--- src/rtl/bird_wave_scheduler.sv ---
// rtl/bird_wave_scheduler.sv - wave/spawn sequencer with round-robin arbitration of the shared bomb
//
// Ports:
//   clk            : system clock
//   resetN         : synchronous active-low reset
//   startOfFrame   : one-clk pulse per video frame
//   start_game     : one-clk pulse, starts or restarts a game at wave 0
//   alive          : per-slot alive flag from the bird instances
//   poop_req       : per-slot bomb request level from the birds
//   bomb_busy      : shared bomb object is in flight
//   deploy         : per-slot deploy strobe, held until the next frame pulse inclusive
//   starting_life  : life value for deploying birds (1 + wave)
//   speed          : speed value for all birds (min(wave/2, 3))
//   bomb_grant     : one-hot, one-clk grant of the shared bomb
//   wave           : current wave index
//   game_won       : high once the final wave has been cleared
module bird_wave_scheduler #(
    parameter int NUM_BIRDS    = 4,
    parameter int SPAWN_GAP    = 60,
    parameter int INTER_FRAMES = 90,
    parameter int MAX_WAVE     = 7
) (
    input  logic                 clk,
    input  logic                 resetN,
    input  logic                 startOfFrame,
    input  logic                 start_game,
    input  logic [NUM_BIRDS-1:0] alive,
    input  logic [NUM_BIRDS-1:0] poop_req,
    input  logic                 bomb_busy,
    output logic [NUM_BIRDS-1:0] deploy,
    output logic [3:0]           starting_life,
    output logic [1:0]           speed,
    output logic [NUM_BIRDS-1:0] bomb_grant,
    output logic [2:0]           wave,
    output logic                 game_won
);

    localparam int SW = (NUM_BIRDS > 1) ? $clog2(NUM_BIRDS) : 1;
    localparam int GW = (SPAWN_GAP > 0) ? $clog2(SPAWN_GAP + 1) : 1;
    localparam int IW = (INTER_FRAMES > 0) ? $clog2(INTER_FRAMES + 1) : 1;

    typedef enum logic [2:0] {
        S_IDLE,
        S_SPAWN,
        S_WAIT_CLEAR,
        S_INTERMISSION,
        S_WON
    } state_t;

    state_t               state_q, state_d;
    logic [2:0]           wave_q, wave_d;
    logic [SW-1:0]        slot_q, slot_d;
    logic [SW-1:0]        rr_ptr_q, rr_ptr_d;
    logic [GW-1:0]        gap_q, gap_d;
    logic [IW-1:0]        inter_q, inter_d;
    logic [NUM_BIRDS-1:0] deploy_q, deploy_d;
    logic [NUM_BIRDS-1:0] grant_q, grant_d;
    logic [NUM_BIRDS-1:0] pending_q, pending_d;
    logic [NUM_BIRDS-1:0] poop_q;
    logic [3:0]           life_q, life_d;
    logic [1:0]           speed_q, speed_d;

    // The arbiter only runs while a game is actually in progress.
    function automatic logic is_active(state_t s);
        return (s == S_SPAWN) || (s == S_WAIT_CLEAR) || (s == S_INTERMISSION);
    endfunction

    always_ff @(posedge clk) begin
        if (!resetN) begin
            state_q   <= S_IDLE;
            wave_q    <= '0;
            slot_q    <= '0;
            rr_ptr_q  <= '0;
            gap_q     <= '0;
            inter_q   <= '0;
            deploy_q  <= '0;
            grant_q   <= '0;
            pending_q <= '0;
            poop_q    <= '0;
            life_q    <= 4'd1;
            speed_q   <= '0;
        end else begin
            state_q   <= state_d;
            wave_q    <= wave_d;
            slot_q    <= slot_d;
            rr_ptr_q  <= rr_ptr_d;
            gap_q     <= gap_d;
            inter_q   <= inter_d;
            deploy_q  <= deploy_d;
            grant_q   <= grant_d;
            pending_q <= pending_d;
            poop_q    <= poop_req;
            life_q    <= life_d;
            speed_q   <= speed_d;
        end
    end

    always_comb begin : next_state
        state_d  = state_q;
        wave_d   = wave_q;
        slot_d   = slot_q;
        gap_d    = gap_q;
        inter_d  = inter_q;
        // A strobe set on one frame pulse is sampled by the bird on the next one, then dropped.
        deploy_d = startOfFrame ? '0 : deploy_q;

        unique case (state_q)
            S_SPAWN: begin
                if (startOfFrame) begin
                    if (gap_q == '0) begin
                        deploy_d[slot_q] = 1'b1;
                        gap_d            = GW'(SPAWN_GAP);
                        slot_d           = slot_q + 1'b1;
                        if (slot_q == SW'(NUM_BIRDS - 1)) begin
                            state_d = S_WAIT_CLEAR;
                        end
                    end else begin
                        gap_d = gap_q - 1'b1;
                    end
                end
            end
            S_WAIT_CLEAR: begin
                // deploy_q must be empty too, otherwise the last bird has not yet seen its strobe.
                if (startOfFrame && (alive == '0) && (deploy_q == '0)) begin
                    if (wave_q == 3'(MAX_WAVE)) begin
                        state_d = S_WON;
                    end else begin
                        state_d = S_INTERMISSION;
                        inter_d = IW'(INTER_FRAMES);
                    end
                end
            end
            S_INTERMISSION: begin
                if (startOfFrame) begin
                    if (inter_q == '0) begin
                        wave_d  = wave_q + 3'd1;
                        state_d = S_SPAWN;
                        slot_d  = '0;
                        gap_d   = '0;
                    end else begin
                        inter_d = inter_q - 1'b1;
                    end
                end
            end
            S_IDLE, S_WON: begin
            end
            default: begin
                state_d = S_IDLE;
            end
        endcase

        if (start_game) begin
            state_d  = S_SPAWN;
            wave_d   = '0;
            slot_d   = '0;
            gap_d    = '0;
            inter_d  = '0;
            deploy_d = '0;
        end
        if (state_d == S_WON) begin
            deploy_d = '0;
        end

        // Registered from the next wave so they always track the wave output.
        life_d  = {1'b0, wave_d} + 4'd1;
        speed_d = wave_d[2:1];
    end

    always_comb begin : arbiter
        logic [NUM_BIRDS-1:0] rise;
        logic [NUM_BIRDS-1:0] eligible;
        logic [SW-1:0]        sel;
        logic                 arb_en;
        logic                 found;
        int                   idx;

        rise     = poop_req & ~poop_q;
        // A slot that died is never granted, even if its clear lands on this same edge.
        eligible = pending_q & alive;
        arb_en   = is_active(state_q) && is_active(state_d) && !start_game;
        grant_d  = '0;
        rr_ptr_d = rr_ptr_q;
        found    = 1'b0;
        idx      = 0;
        sel      = '0;

        // grant_q check forces an idle cycle after each grant so bomb_busy can rise.
        if (arb_en && !bomb_busy && (grant_q == '0)) begin
            for (int k = 0; k < NUM_BIRDS; k++) begin
                idx = int'(rr_ptr_q) + k;
                if (idx >= NUM_BIRDS) begin
                    idx = idx - NUM_BIRDS;
                end
                sel = SW'(idx);
                if (!found && eligible[sel]) begin
                    found        = 1'b1;
                    grant_d[sel] = 1'b1;
                    rr_ptr_d     = (sel == SW'(NUM_BIRDS - 1)) ? '0 : sel + 1'b1;
                end
            end
        end

        // A new rising edge wins over a grant/death clear in the same cycle.
        pending_d = arb_en ? ((pending_q & alive & ~grant_d) | rise) : '0;
    end

    always_comb begin : outputs
        deploy        = deploy_q;
        bomb_grant    = grant_q;
        wave          = wave_q;
        starting_life = life_q;
        speed         = speed_q;
        game_won      = (state_q == S_WON);
    end

endmodule

--- config.mk ---
export PLATFORM = sky130hd
export DESIGN_NAME = bird_wave_scheduler
export DESIGN_NICKNAME = d
export VERILOG_FILES = /design/src/rtl/bird_wave_scheduler.sv
export SDC_FILE = /design/constraint.sdc
export NUM_CORES = 1
export LEC_CHECK = 0
export ABC_AREA = 1
export BUFFER_PORTS_ARGS = -buffer_cell sky130_fd_sc_hd__buf_2
export CAP_MARGIN = 20
export CORE_ASPECT_RATIO = 2
export CORE_MARGIN = 1
export CORE_UTILIZATION = 30
export DETAILED_ROUTE_END_ITERATION = 10
export GPL_TIMING_DRIVEN = 0
export PLACE_DENSITY = 0.57
export SLEW_MARGIN = 40
export SYNTH_ARGS = -nofsm -noshare
export SYNTH_HDL_FRONTEND = slang
export SYNTH_SLANG_ARGS = --single-unit
--- constraint.sdc ---
create_clock -name clk -period 6.3 [get_ports clk]
set_clock_uncertainty 0.1 [all_clocks]
set_input_delay 0.63 -clock clk [delete_from_list [all_inputs] [get_ports clk]]
set_output_delay 0.63 -clock clk [all_outputs]
set_load 0.01 [all_outputs]
# Yosys cells after proc, flatten, opt, wreduce, memory -nomap -nowiden
# Index checks and enable logic that the tools add are counted.
word_totals:
  register_bits: 45
  out_inout_bits: 18
  word_cells: 194
classes:
  eq_ne: 21
  reduce_logical: 40
  muxes: 80
  order_cmp: 14
  add_sub_neg: 16
  bitwise: 11
op_table:
  columns: ["op", "count"]
  rows:
  - ["two-way mux 4 bit", 12]
  - ["two-way mux 2 bit", 20]
  - ["two-way mux 3 bit", 12]
  - ["two-way mux 7 bit", 4]
  - ["two-way mux 6 bit", 4]
  - ["bitwise OR 4 bit", 5]
  - ["< comparator 2 x 3 -> 1 bit (second input constant)", 5]
  - ["two-way mux 1 bit", 15]
  - ["logical AND 1 bit", 14]
  - ["inequality test 2 bit (second input constant)", 7]
  - ["one-hot mux 7 bit (2 select lines)", 1]
  - ["AND 4 bit", 3]
  - ["equality test 3 x 2 -> 1 bit (second input constant)", 4]
  - ["zero test 4 bit", 3]
  - ["one-hot mux 3 bit (4 select lines)", 1]
  - ["one-hot mux 6 bit (2 select lines)", 1]
  - ["adder 2 x 1 -> 2 bit (second input constant)", 5]
  - ["demux 1 bit (select 2 bit)", 5]
  - ["equality test 2 bit (second input constant)", 5]
  - ["greater-or-equal comparator 2 x 1 -> 1 bit (second input constant)", 5]
  - ["AND reduction 5 bit", 2]
  - ["equality test 3 bit (second input constant)", 3]
  - ["greater-or-equal comparator 3 bit (second input constant)", 3]
  - ["binary-select mux 1 bit (select 2 bit)", 4]
  - ["23 further kinds", 39]

# Depth between registers and ports, before layout
# Gate-level depths: netlist of the first run.
logic_depth:
  word_depth: 33
  depth_mapped: 15

# Worst setup path before layout of the first run
# Ideal clock, no wire load.
synth_timing:
  path_kind: "register -> register"
  from: "register inter_q[0]"
  to: "register life_q[2], in the netlist starting_life[2]"
  setup_time_ns: 0.131
  stages_incl_launch_ff: 14
  setup_slack_ns: 4.247
  n_path_buf: 0
  synth_period_minus_slack_ns: 2.053
  arrival_time_ns: 1.823
  cell_sequence: "dfxtp_1 > inv_1 > ha_1 > nand2_1 > inv_1 > nand4_4 > inv_1 > or2_2 > o211ai_1 > inv_1 > ha_1 > inv_1 > nand2_1 > nor3b_2"
synth_via:
  elab_chain_len: 6
synth_lines:
  columns: ["item", "line_no", "rtl"]
  rows:
  - ["from (decl)", "55", "logic [IW-1:0] inter_q, inter_d;"]
  - ["from (signal assigned)", "88", "inter_q <= inter_d;"]
  - ["zero test 7 bit", "135", "if (inter_q == '0) begin"]
  - ["two-way mux 3 bit", "135", null]
  - ["two-way mux 3 bit", "134", "if (startOfFrame) begin"]
  - ["two-way mux 3 bit", "107", "unique case (state_q)"]
  - ["two-way mux 3 bit", "152", "if (start_game) begin"]
  - ["net wave_d[1]", "51", "logic [2:0] wave_q, wave_d;"]
  - ["adder 3 x 1 -> 4 bit", "165", "life_d = {1'b0, wave_d} + 4'd1;"]
  - ["to (signal assigned)", "93", "life_q <= life_d;"]
  - ["to (decl)", "60", "logic [3:0] life_q, life_d;"]
# The timed path passes the listed nets, and every way through them passes these cells.
# A chain may end at the register's enable or synchronous reset.

# Worst setup path after layout of the first run
layout_timing:
  from: "register rr_ptr_q[1]"
  to: "register pending_q[3]"
layout_via:
  elab_chain_len: 22
  elab_cells_between_ends: 73
layout_lines:
  columns: ["item", "line_no", "rtl"]
  rows:
  - ["from (decl)", "53", "logic [SW-1:0] rr_ptr_q, rr_ptr_d;"]
  - ["from (signal assigned)", "86", "rr_ptr_q <= rr_ptr_d;"]
  - ["branches (longest 17 deep; another with adder 2 x 1 -> 3 bit)", null, null]
  - ["two-way mux 4 bit *", "195", "if (!found && eligible[sel]) begin"]
  - ["two-way mux 4 bit *", "188", "if (arb_en && !bomb_busy && (grant_q == '0)) begin"]
  - ["NOT 4 bit *", "204", "pending_d = arb_en ? ((pending_q & alive & ~grant_d) | rise) : '0;"]
  - ["AND 4 bit *", "204", null]
  - ["bitwise OR 4 bit *", "204", null]
  - ["to (signal assigned)", "91", "pending_q <= pending_d;"]
  - ["to (decl)", "58", "logic [NUM_BIRDS-1:0] pending_q, pending_d;"]
# Mark *: on every way between the ends. The select of a mux whose other input is x is not followed.

==> results.py, run 1 <==
metrics = {
    "layout": {
        "design_area_um2": 3030,
        "antenna_cells": 0,
        "area_growth_pct": 15.6,
        "register_area_um2": 861,
        "drive_gt1_share_pct": 17.4,
        "multiInputGateArea_um2": 1480,
        "layout_common_cells": "nand2_1, inv_1, nor2_1, dfxtp_1, nand3_1",
        "fill_cells": 908,
        "utilization_pct": 36.3,
        "final_common_cell": "nand2_1",
        "final_nets": 448,
        "stdcell_count": 518,
    },
    "clock_tree": {
        "cts_buffers": 5,
        "clk_path_buf_depth": 2,
        "htree_levels": 2,
        "cts_setup_buffers": 0,
        "clock-sinks": 43,
        "cts_tree": "yes",
        "cts_root_buf": "clkbuf_16",
        "cts_hold_buf": 0,
        "post_cts_resized": 0,
        "clk_latency_ns": 0.29,
        "clk_pin_slew_worst_paths_ns": 0.06,
    },
    "power": {
        "leakage_nw": 1.49,
        "powerDensity_nw_per_um2": 195,
        "ir_drop_v": 0.000162,
        "total_power_mw": 0.590,
    },
    "sta": {
        "hold_viol": 0,
        "period_needed_ns": 2.31,
        "max-slew-margin-rel_pct": 63.0,
        "tightest_slew_ns": 0.553,
        "fmax_mhz": 433,
        "setup_viol": 0,
        "rsz0062_at_grt": "false",
        "slew_violations": 0,
        "tns_ns": 0,
        "fin_crit_sh_pct": 36.6,
    },
    "yosys": {
        "synth_edf_count": 0,
        "synth.distinct_cells": 39,
        "seq_area_frac_synth_pct": 32.8,
        "syn_inst": 383,
        "yosysWarnings": 0,
        "synth_flop_cell": "dfxtp_1",
        "avgSynthCellArea_um2": 6.84,
        "async_reset_ff_share_pct": 0,
        "synth-seq-cells": 43,
        "synth_nets": 412,
        "syn_area_um2": 2620,
    },
    "global_routing": {
        "grt_max_degree": 14,
        "antenna_found_initial": 0,
        "track_usage_pct": 15.7,
        "grt_pass1_vias": 2469,
        "grt_first_pass_wirelength_um": 10800,
        "gr-total-overflow": 0,
    },
    "hold_path": {
        "hp-class": "reg2reg",
    },
    "critical_path": {
        "crit_buf_inv": 2,
        "max_stage_delay_ns": 0.46,
        "crit_top_cell": "nand2_1",
        "critPathMaxFanout": 6,
        "rrSetupSlack_ns": 3.99,
        "worst_ep_required_time_ns": 6.37,
        "criticalPathCategory": "reg2reg",
        "critPathTopFamily": "simple AND/OR/NAND/NOR gates",
        "startpoint_type": "flip-flop",
        "worstPathArrival_ns": 2.38,
        "crit_chain": "inv_1 -> ha_1 -> inv_1 -> nand3_1 -> nand2_2 -> nand3_2 -> nor2_1 -> nor2_1 -> nand2_1 -> nand2_1 -> nand2_1 -> a21oi_1",
        "endpoint_kind": "flip-flop",
        "cp_slowest_cell": "dfxtp_1",
    },
    "placement": {
        "placedCellCount": 510,
        "io_buffer_count": 29,
        "gp_congestion": 0.864,
        "hpwl_um": 5310,
        "detailed_place.area_um2": 2890,
    },
    "flow_run": {
        "cap_violations": 0,
    },
    "route": {
        "firstDrtPassIters": 4,
        "drcViolationCount": 0,
        "ant_nets": 0,
        "dr.first_iter.drc_count": 81,
        "wl_per_cell_um": 12.6,
        "wl_um": 6510,
        "viasPerCell": 4.79,
        "vias": 2482,
    },
    "floorplan": {
        "start_util_pct": 31.4,
        "die_h_um": 134,
        "rows": 47,
        "ioPinCount": 31,
        "core_region_area_um2": 8350,
        "dieArea_um2": 9140,
        "die-width_um": 68.1,
    },
    "outcome": {
        "outcome": "complete, no violations",
    },
}
==> worst register-to-register path, cell delays in order, from the launching register on <==
cell	delay, ns
dfxtp_1	0.46
inv_1	0.19
ha_1	0.40
inv_1	0.14
nand3_1	0.10
nand2_2	0.12
nand3_2	0.16
nor2_1	0.19
nor2_1	0.06
nand2_1	0.05
nand2_1	0.08
nand2_1	0.08
a21oi_1	0.06
==> sequential cells by signal (all words and copies together) (netlist names), named ones only <==
signal and cells:
gap_q 6, pending_q 4, inter_q 7, state_q 3, slot_q 2, bomb_grant 4
rr_ptr_q 2, starting_life 4, poop_q 4, wave 3
==> path summary, 6_finish.rpt <==
path                             startpoint           end  depth (start not counted)
worst max-delay path            rr_ptr_q[1]  pending_q[3]                         12
worst min-delay path               gap_q[2]      gap_q[2]                          2
worst max register to register  rr_ptr_q[1]  pending_q[3]                         12
worst min register to register     gap_q[2]      gap_q[2]                          2
==> through the flow <==
step / setup slack, ns / hold slack (ns)
final: 3.99 / 0.370
after global routing: 3.75 / 0.383
after CTS: 3.98 / 0.368
after detailed placement: 3.99 / 0.359
after global placement: 3.99 / 0.347
after floorplan: 4.25 / 0.339
==> synth_stat cells, types with 6 or more instances <==
| master | number | share of area (%) |
|---|---|---|
| nand2_2 | 6 | 1.4 |
| nor2_1 | 50 | 7.2 |
| nand4_1 | 7 | 1.7 |
| nand3_1 | 31 | 5.9 |
| ha_1 | 16 | 7.6 |
| dfxtp_1 | 43 | 33 |
| a21oi_1 | 22 | 4.2 |
| inv_1 | 52 | 7.4 |
| nand3_2 | 6 | 2.3 |
| inv_2 | 6 | 0.86 |
| o21ai_0 | 7 | 1.3 |
| nand2_1 | 92 | 13 |
==> cell type report <==
cell class                      instances  area share, %
Timing Repair Buffer                   29           4.79
Clock buffer                            6           4.25
Clock inverter                          2          0.413
Multi-Input combinational cell        274           49.0
Buffer                                  7           1.65
Inverter                               59           7.47
Sequential cell                        43           28.4
Tap cell                               98           4.05
==> power breakdown <==
part           leakage (nW)  total [mW]  internal (mW)  switching (mW)
sequential            0.348       0.280          0.277         0.00337
clock                0.0669       0.257          0.146           0.110
combinational          1.07      0.0527         0.0174          0.0352
==> layer usage <==
layer	GRT usage [%]	wire, um	vias up
li1	-	-	1290
met1	12.9	2250	1137
met2	31.7	3840	38
met3	3.32	175	17
met4	7.99	242	0
met5	0	0	-
==> kinds of logic (layout without fill, tap and decap cells) <==
| kind of cell | Yosys count | in the layout | synth area share [%] |
|---|---|---|---|
| xor+xnor | 4 | 4 | 1.34 |
| simple gates | 211 | 211 | 38.1 |
| fa+ha+maj | 16 | 16 | 7.64 |
| compound gates | 43 | 43 | 9.55 |
| buf+inv | 66 | 103 | 10.5 |
| flops | 43 | 43 | 32.8 |
Power figures use the tool's default switching activity.
==> run 2: changes to the inputs <==
- PLACE_DENSITY: 0.57 -> 0.58
- clock period: 6.3 -> 2 ns (I/O delays scaled with it)
==> results.py, run 2 (synthesis gave the netlist of run 1 again) <==
metrics = {
    "sta": {
        "rsz0062_at_grt": "true",
        "fin_crit_sh_pct": 96.5,
        "max-slew-margin-rel_pct": 62.9,
        "holdWs_ns": 0.0148,
        "fmax_mhz": 518,
        "period_needed_ns": 1.93,
        "tightest_slew_ns": 0.556,
        "setup_viol": 0,
        "hold_viol": 0,
        "slew_violations": 0,
    },
    "hold_path": {
        "worstHoldPathCells": 3,
        "hp-class": "in2reg",
        "hold_end": "poop_q[1]",
        "hold_start": "poop_req[1]",
    },
    "layout": {
        "reg_top3": "inter_q (7), gap_q (6)",
        "utilization_pct": 39.5,
        "final_common_cell": "nand2_1",
        "fill_cells": 884,
        "largest-register": "inter_q",
        "area_growth_pct": 25.8,
        "final_nets": 465,
        "largest_reg_flops": 7,
        "layout_common_cells": "nand2_1, nor2_1, inv_1, dfxtp_1, buf_2",
        "drive_gt1_share_pct": 26.1,
        "antenna_cells": 0,
        "stdcell_count": 535,
    },
    "critical_path": {
        "endpoint_kind": "flip-flop",
        "crit_chain": "buf_6 -> clkinv_8 -> ha_4 -> inv_4 -> nand3_4 -> nand2_4 -> nand2_2 -> nor2_4 -> nand2_2 -> or2_0 -> nand3_1 -> nand2_1 -> nor2_1",
        "startpoint_type": "flip-flop",
        "critPathTopFamily": "simple AND/OR/NAND/NOR gates",
        "r2r_end": "rr_ptr_q[1]",
        "rrSetupSlack_ns": 0.07,
        "criticalPathCategory": "reg2reg",
        "critPathLaunch": "rr_ptr_q[0]",
        "worstPathArrival_ns": 2.05,
        "crit_top_cell": "nand2_2",
        "timing.rr.start": "rr_ptr_q[0]",
        "max_stage_delay_ns": 0.33,
        "critPathMaxFanout": 6,
        "rr_worst_depth": 13,
        "crit_buf_inv": 3,
        "cp_slowest_cell": "dfxtp_2",
        "worst_ep_required_time_ns": 2.12,
    },
    "clock_tree": {
        "clk_latency_ns": 0.29,
        "cts_buffers": 5,
        "cts_tree": "yes",
        "cts_hold_buf": 0,
        "clk_path_buf_depth": 2,
        "clock-sinks": 43,
        "clk_pin_slew_worst_paths_ns": 0.06,
        "cts_root_buf": "clkbuf_16",
        "htree_levels": 2,
    },
    "placement": {
        "gp_congestion": 0.844,
        "io_buffer_count": 29,
        "hpwl_um": 5300,
        "placedCellCount": 510,
    },
    "floorplan": {
        "dieArea_um2": 9140,
        "die_h_um": 134,
        "die-width_um": 68.1,
        "rows": 47,
        "start_util_pct": 31.4,
        "core_region_area_um2": 8350,
        "ioPinCount": 31,
    },
    "route": {
        "vias": 2583,
        "firstDrtPassIters": 4,
        "ant_nets": 0,
        "viasPerCell": 4.83,
        "dr.first_iter.drc_count": 63,
        "wl_um": 6770,
        "wl_per_cell_um": 12.6,
        "drcViolationCount": 0,
    },
    "global_routing": {
        "antenna_found_initial": 0,
        "track_usage_pct": 16.0,
        "grt_first_pass_wirelength_um": 10900,
        "gr-total-overflow": 0,
        "grt_max_degree": 13,
        "grt_pass1_vias": 2482,
    },
    "outcome": {
        "outcome": "complete, no violations",
    },
    "power": {
        "powerDensity_nw_per_um2": 563,
        "leakage_nw": 1.60,
        "ir_drop_v": 0.000497,
    },
    "flow_run": {
        "cap_violations": 0,
    },
}
## run 2: cell count changes in the layout (fill, tap and decap cells not counted), sizes merged
cell      delta
inv          -1
clkbuf       +1
clkinvlp     -1
clkinv       +1
buf         +17
## run 2: repair_timing
action	in CTS	in global routing
pin swaps	3	11
gates cloned	0	0
setup buffers	4	13
setup endpoints to repair	12	12
resized for setup	10	29
## run 2: worst max path at each step
stage,slack (ns),depth (start not counted),endpoint
5_1_grt,-0.03,13,rr_ptr_q[1]
6_report,0.07,13,rr_ptr_q[1]
3_5_place_dp,-0.21,12,pending_q[0]
2_1_floorplan,0.007,13,starting_life[2]
4_1_cts,0.004,13,rr_ptr_q[1]
3_3_place_gp,-0.21,12,pending_q[0]
## run 2: worst reg2reg max path: stages, from the launching register on
cell and delay, ns:
dfxtp_2 0.33, buf_6 0.12, clkinv_8 0.06, ha_4 0.24, inv_4 0.08, nand3_4 0.09, nand2_4 0.11, nand2_2 0.07
nor2_4 0.16, nand2_2 0.09, or2_0 0.21, nand3_1 0.08, nand2_1 0.05, nor2_1 0.07
## run 2: cell type report
| type | instances | area, um^2 | share of cell area (%) |
|---|---|---|---|
| buffer | 7 | 50.0 | 1.52 |
| clock buffer | 7 | 133 | 4.02 |
| tap | 98 | 123 | 3.72 |
| inverter | 59 | 246 | 7.48 |
| sequential | 43 | 872 | 26.5 |
| clock inverter | 1 | 5.00 | 0.152 |
| timing repair buffer | 46 | 285 | 8.65 |
| multi-input combinational | 274 | 1580 | 48.0 |
## run 2: per-layer routing
layer / global-route usage (%) / up-vias / share of wire, % / wire length (um)
li1: - / 1334 / - / -
met1: 13.6 / 1175 / 33 / 2240
met2: 31.5 / 51 / 59 / 3990
met3: 2.89 / 23 / 3.2 / 217
met4: 9.49 / 0 / 4.8 / 322
met5: 0 / - / 0 / 0
## run 2: stage by stage
step	power (mW)	cell area [um^2]	setup WS (ns)	TNS, ns
CTS	1.87	3090	0.00389	0
finish	1.86	3300	0.0708	0
detailed placement	1.07	2900	-0.211	-1.88
global placement	1.07	2900	-0.210	-1.88
floorplan	1.01	2640	0.00693	0
global route	1.94	3300	-0.0338	-0.0796
## run 2: where the power goes
group | total (mW) | switching, mW | internal (mW)
Combinational | 0.178 | 0.116 | 0.0615
Sequential | 0.880 | 0.0106 | 0.869
Clock | 0.797 | 0.335 | 0.462
Total | 1.86 | 0.462 | 1.39
